$ cat config.mk
export PLATFORM = sky130hd
export DESIGN_NAME = fp_operand_unpack
export DESIGN_NICKNAME = d
export VERILOG_FILES = /design/src/rtl/fp_pkg.sv /design/src/rtl/fp_classify.sv /design/src/rtl/fp_operand_unpack.sv
export SDC_FILE = /design/constraint.sdc
export NUM_CORES = 1
export LEC_CHECK = 0
export ABC_CLOCK_PERIOD_IN_PS = 4600
export BUFFER_PORTS_ARGS = -buffer_cell sky130_fd_sc_hd__buf_2
export CAP_MARGIN = 20
export CELL_PAD_IN_SITES_DETAIL_PLACEMENT = 2
export CELL_PAD_IN_SITES_GLOBAL_PLACEMENT = 2
export CORE_MARGIN = 2
export CORE_UTILIZATION = 34
export CTS_CLUSTER_DIAMETER = 50
export DETAILED_ROUTE_END_ITERATION = 8
export HOLD_SLACK_MARGIN = 0.05
export PLACE_DENSITY = 0.95
export SYNTH_ARGS = -nofsm -noshare
export SYNTH_HDL_FRONTEND = slang
export SYNTH_SLANG_ARGS = --single-unit
$ cat constraint.sdc
create_clock -name clk -period 4.6 [get_ports clk]
set_input_delay 0.69 -clock clk [delete_from_list [all_inputs] [get_ports clk]]
set_output_delay 0.69 -clock clk [all_outputs]
set_load 0.005 [all_outputs]
$ cat src/rtl/fp_pkg.sv
// Shared definitions for the single-precision adder front end: type codes,
// field widths and the per-operand classification helpers.
package fp_pkg;

    localparam int EXP_W = 8;
    localparam int MAN_W = 23;
    localparam logic [EXP_W-1:0] EXP_MAX = 8'hFF;

    typedef enum logic [2:0] {
        ZERO      = 3'b000,
        INF       = 3'b001,
        SUBNORMAL = 3'b010,
        NORMAL    = 3'b011,
        NAN       = 3'b100
    } fp_type_e;

    typedef struct packed {
        logic             sign;
        logic [EXP_W-1:0] exp;
        logic [MAN_W-1:0] man;
        fp_type_e         typ;
        logic             hidden;
        logic [EXP_W-1:0] eff_exp;
    } fp_unpacked_t;

    function automatic fp_type_e classify_operand(input logic [EXP_W-1:0] exp_f,
                                                  input logic [MAN_W-1:0] man_f);
        fp_type_e t;
        if (exp_f == {EXP_W{1'b0}}) begin
            if (man_f == {MAN_W{1'b0}}) t = ZERO;
            else                        t = SUBNORMAL;
        end else if (exp_f == EXP_MAX) begin
            if (man_f == {MAN_W{1'b0}}) t = INF;
            else                        t = NAN;
        end else begin
            t = NORMAL;
        end
        return t;
    endfunction

    // Subnormals and zero share the exponent of the smallest normal.
    function automatic logic [EXP_W-1:0] effective_exp(input logic [EXP_W-1:0] exp_f);
        logic [EXP_W-1:0] e;
        if (exp_f == {EXP_W{1'b0}}) e = 8'd1;
        else                        e = exp_f;
        return e;
    endfunction

endpackage

$ cat src/rtl/fp_classify.sv
// Combinational unpack of one raw single-precision operand into its fields,
// class, hidden bit and effective exponent.
module fp_classify
    import fp_pkg::*;
(
    input  logic [31:0]   operand,
    output fp_unpacked_t  unpacked
);

    fp_type_e typ_s;

    assign typ_s = classify_operand(operand[30:23], operand[22:0]);

    assign unpacked.sign    = operand[31];
    assign unpacked.exp     = operand[30:23];
    assign unpacked.man     = operand[22:0];
    assign unpacked.typ     = typ_s;
    assign unpacked.hidden  = (typ_s == NORMAL);
    assign unpacked.eff_exp = effective_exp(operand[30:23]);

endmodule

$ cat src/rtl/fp_operand_unpack.sv
// Two-stage operand front end: stage 1 holds the unpacked operands, stage 2
// holds the magnitude ordering and the pass-through fields presented downstream.
module fp_operand_unpack #(
    parameter int EXP_W = 8,
    parameter int MAN_W = 23
) (
    input  logic                   clk,
    input  logic                   rst,
    input  logic                   in_valid,
    output logic                   in_ready,
    input  logic [EXP_W+MAN_W:0]   in_a,
    input  logic [EXP_W+MAN_W:0]   in_b,
    output logic                   out_valid,
    input  logic                   out_ready,
    output logic                   sign_A,
    output logic                   sign_B,
    output logic [EXP_W-1:0]       exp_A,
    output logic [EXP_W-1:0]       exp_B,
    output logic [MAN_W-1:0]       mantis_A,
    output logic [MAN_W-1:0]       mantis_B,
    output logic [2:0]             type_A,
    output logic [2:0]             type_B,
    output logic                   swapped,
    output logic [EXP_W-1:0]       exp_diff,
    output logic [MAN_W:0]         sig_big,
    output logic [MAN_W:0]         sig_small
);

    import fp_pkg::*;

    fp_unpacked_t cls_a_s, cls_b_s;
    fp_unpacked_t s1_a_r, s1_b_r;
    logic         v1_r, v2_r;
    logic         ready1_s, ready2_s;
    logic         swapped_s;
    logic [7:0]   exp_diff_s;
    logic [23:0]  sig_a_s, sig_b_s, sig_big_s, sig_small_s;

    fp_classify u_cls_a (.operand(in_a), .unpacked(cls_a_s));
    fp_classify u_cls_b (.operand(in_b), .unpacked(cls_b_s));

    // A stage may load when it is empty or its content leaves on the same edge.
    assign ready2_s  = ~v2_r | out_ready;
    assign ready1_s  = ~v1_r | ready2_s;
    assign in_ready  = ready1_s & ~rst;
    assign out_valid = v2_r;

    // Stage 1: capture the unpacked operands of an accepted pair.
    always_ff @(posedge clk) begin
        if (rst) begin
            v1_r   <= 1'b0;
            s1_a_r <= '0;
            s1_b_r <= '0;
        end else if (ready1_s) begin
            v1_r <= in_valid;
            if (in_valid) begin
                s1_a_r <= cls_a_s;
                s1_b_r <= cls_b_s;
            end
        end
    end

    // Magnitude ordering on the sign-less encoding; ties keep A as the larger.
    always_comb begin
        sig_a_s     = {s1_a_r.hidden, s1_a_r.man};
        sig_b_s     = {s1_b_r.hidden, s1_b_r.man};
        swapped_s   = ({s1_b_r.exp, s1_b_r.man} > {s1_a_r.exp, s1_a_r.man});
        sig_big_s   = sig_a_s;
        sig_small_s = sig_b_s;
        exp_diff_s  = 8'd0;
        if (swapped_s) begin
            sig_big_s   = sig_b_s;
            sig_small_s = sig_a_s;
            exp_diff_s  = s1_b_r.eff_exp - s1_a_r.eff_exp;
        end else begin
            sig_big_s   = sig_a_s;
            sig_small_s = sig_b_s;
            exp_diff_s  = s1_a_r.eff_exp - s1_b_r.eff_exp;
        end
    end

    // Stage 2: registered output bundle, held while downstream stalls.
    always_ff @(posedge clk) begin
        if (rst) begin
            v2_r      <= 1'b0;
            sign_A    <= 1'b0;
            sign_B    <= 1'b0;
            exp_A     <= 8'd0;
            exp_B     <= 8'd0;
            mantis_A  <= 23'd0;
            mantis_B  <= 23'd0;
            type_A    <= ZERO;
            type_B    <= ZERO;
            swapped   <= 1'b0;
            exp_diff  <= 8'd0;
            sig_big   <= 24'd0;
            sig_small <= 24'd0;
        end else if (ready2_s) begin
            v2_r <= v1_r;
            if (v1_r) begin
                sign_A    <= s1_a_r.sign;
                sign_B    <= s1_b_r.sign;
                exp_A     <= s1_a_r.exp;
                exp_B     <= s1_b_r.exp;
                mantis_A  <= s1_a_r.man;
                mantis_B  <= s1_b_r.man;
                type_A    <= s1_a_r.typ;
                type_B    <= s1_b_r.typ;
                swapped   <= swapped_s;
                exp_diff  <= exp_diff_s;
                sig_big   <= sig_big_s;
                sig_small <= sig_small_s;
            end
        end
    end

endmodule
==> summary.txt <==
Placed design
  • Placed cell area: 10800 um^2
  • DP Wirelength: 26000 um
  • Buffers on Ports: 196
  • Placer Congestion: 0.841

Critical path
  • CP arrival: 3.81 ns
  • Worst Setup End Kind: flip-flop
  • Worst setup SP type: flip-flop
  • CP Class: flip-flop to flip-flop
  • Critical Path RT: 4.98 ns
  • Largest fanout on the critical path: 32

STA
  • Endpoints failing hold: 0
  • Setup TNS: 0 ns
  • Hold_ws: 0.379 ns
  • RSZ-0062 raised after global routing: no
  • Final-report setup violation count: 0
  • Post-layout min period: 3.43 ns
  • Final worst path period share: 74.6%
  • Fmax: 291 MHz
  • Worst Skew: 0.0103 ns
  • Relative max-transition margin: 30.6%
  • Tightest Pin Transition: 1.03 ns
  • Max-slew violations: 0

Global routing
  • Global Route Usage Sum: 27.1%
  • Vias in the first global route: 10600
  • Grt ovf: 0
  • Largest net degree at the start of global routing: 121
  • Initial antenna violation count: 3
  • First-pass GRT wire length: 61900 um

Floorplan
  • Core box area: 27700 um^2
  • Die footprint: 29500 um^2
  • IO Pins: 197
  • Die height: 172 um
  • Row cnt: 61
  • Initial Utilization: 34.5%
  • Die width: 172 um

Route
  • Vias per std cell: 5.47
  • Number of DRC markers in iteration 0: 637
  • Residual DRC count: 0
  • Routed len/inst: 23.7 um
  • Met1 WL: 17100 um
  • Top sig layer: met5
  • Post-DRT Antenna Nets: 0
  • Via count: 9565
  • Total Wirelength: 41600 um
  • Met2 WL: 20800 um
  • Met3 wire length: 2390 um
  • Router iterations before antenna repair: 5

Power and ir drop
  • Max VDD drop: 0.000279 V
  • Leakage: 4.99 nW
  • Power per standard cell area: 447 nW/um^2

Clocking
  • Clock tree from TritonCTS: yes
  • Cts bufs inserted: 29
  • Post-cts resize count: 0
  • Clk Latency, worst-skew pair: 0.55 ns
  • Clk slew on worst S/H paths: 0.06 ns
  • H-Tree Depth: 1
  • Clock sink count: 217
  • Root buffer cell: clkbuf_16
  • Setup bufs post-CTS: 0
  • Bufs on Longest Clock Path: 3
  • # hold bufs at CTS: 0

Logic synthesis
  • Post-synthesis instance area: 9570 um^2
  • Syn nets: 1310
  • Distinct cells, synth: 54
  • Syn avg cell area: 8.00 um^2
  • #FFs+latches synth: 217
  • YS warnings: 0
  • Main flop type after synthesis: dfxtp_1
  • Seq/Total Area, Yosys: 45.4%
  • Cells after synthesis: 1195
  • Post-synthesis async set-or-reset flop share: 0%
  • EDFF count, synth: 0

Final layout
  • NumNets Final: 1463
  • Area growth syn-to-layout: 23.8%
  • Most common cell after layout, fill and taps aside: nand2_1
  • Design area: 11800 um^2
  • Layout cells sized above 1: 19.8%
  • Fill cells: 3126
  • Commonest non-fill, non-tap cells in the layout: 291 x nand2_1, 217 x dfxtp_1, 195 x buf_2, 194 x a21oi_1, 76 x nor2_1

Hold path
  • Worst min path class: input pin to flip-flop

Run status
  • Run status: finished clean

Flow run
  • Max_cap viols: 0
[worst max-delay path, cell delays in order (launching register included)]
cell and delay, ns:
dfxtp_1 0.39, inv_1 0.09, ha_1 0.32, a211oi_1 0.26
o221ai_1 0.21, a211oi_2 0.40, nand4_4 0.23, nand2_2 0.61
buf_12 0.30, mux2i_1 0.28, a211oi_1 0.12
[Yosys cell counts, types with 2 or more instances]
library cell	count	area, um^2
mux2i_1	25	250
buf_4	3	22.5
buf_1	3	11.3
nor4_1	11	68.8
nand2b_1	4	25.0
a211oi_1	57	428
o211ai_1	3	22.5
nand3_1	6	30.0
inv_1	54	203
a2111o_1	2	22.5
a22oi_1	2	15.0
dfxtp_1	217	4340
a21o_1	10	75.1
clkbuf_1	69	259
nand2_1	293	1100
a21oi_1	194	971
nor2b_1	2	12.5
nor3_1	36	180
and2_1	3	18.8
a31oi_1	3	18.8
buf_2	6	30.0
o21ai_0	15	75.1
buf_8	2	30.0
o211a_1	3	30.0
o2111ai_1	3	26.3
or4_1	4	30.0
o21bai_1	6	45.0
a221o_1	2	20.0
fa_1	2	40.0
nand4_1	9	56.3
nor3b_1	3	22.5
nand4_2	2	25.0
ha_1	45	563
nor2_1	76	285
[worst paths after layout]
kind                     start  slack (ns)            to  cells past startpoint
hold reg to reg   mantis_A[13]        0.46  mantis_A[13]                      2
setup reg to reg    s1_a_r[24]        1.17   sig_big[16]                     10
setup / recovery    s1_a_r[24]        1.17   sig_big[16]                     10
hold / removal        in_a[31]        0.38    s1_a_r[43]                      3
[power by group]
part	switching (mW)	leakage (nW)	internal, mW
registers	0.0975	1.78	1.98
logic	0.557	2.71	0.295
clock network	0.923	0.496	1.44
[logic make-up (layout without fill, tap and decap cells)]
kind of cell / after synthesis / after routing / synth area share (%)
AO/OA/AOI/OAI: 310 / 310 / 19.3
multiplexers: 25 / 25 / 2.62
buffers and inverters: 138 / 314 / 5.93
AND/OR/NAND/NOR: 457 / 457 / 20.3
flip-flops: 217 / 217 / 45.4
XOR/XNOR: 1 / 1 / 0.0916
adder cells (fa/ha/maj): 47 / 47 / 6.30
other: 0 / 1 / 0
[registers in the layout, indices dropped and copies added, names as in the netlist, 3 cells and up]
signal and cells:
exp_B 8, mantis_B 23, mantis_A 23, exp_diff 8, s1_b_r 44, type_A 3
exp_A 8, type_B 3, sig_small 24, s1_a_r 44, sig_big 24
[stage by stage]
step	std cells	util (%)	setup WS [ns]	power, mW
floorplan	1195	-	2.20	2.60
global placement	1693	38.9	1.34	2.84
detailed placement	1693	38.9	1.16	2.90
CTS	1747	42.5	1.01	5.29
global route	1749	42.7	0.952	5.48
finish	1750	42.7	1.17	5.29
[metal layers]
layer | vias up | GRT usage (%)
met5 | - | 0
met4 | 2 | 9.13
met3 | 92 | 4.62
met2 | 301 | 48.6
met1 | 4782 | 32.8
li1 | 4388 | -
[area by class of cell]
| type | count | area, um^2 | area share (%) |
|---|---|---|---|
| Clock inverter | 15 | 174 | 1.47 |
| Inverter | 54 | 203 | 1.71 |
| Clock buffer | 39 | 833 | 7.04 |
| Sequential cell | 217 | 4340 | 36.7 |
| Antenna cell | 1 | 2.50 | 0.0211 |
| Tap cell | 378 | 473 | 4.00 |
| Multi-Input combinational cell | 840 | 4680 | 39.5 |
| Timing Repair Buffer | 206 | 1130 | 9.52 |
No activity file was read; power rests on OpenSTA's default activity.
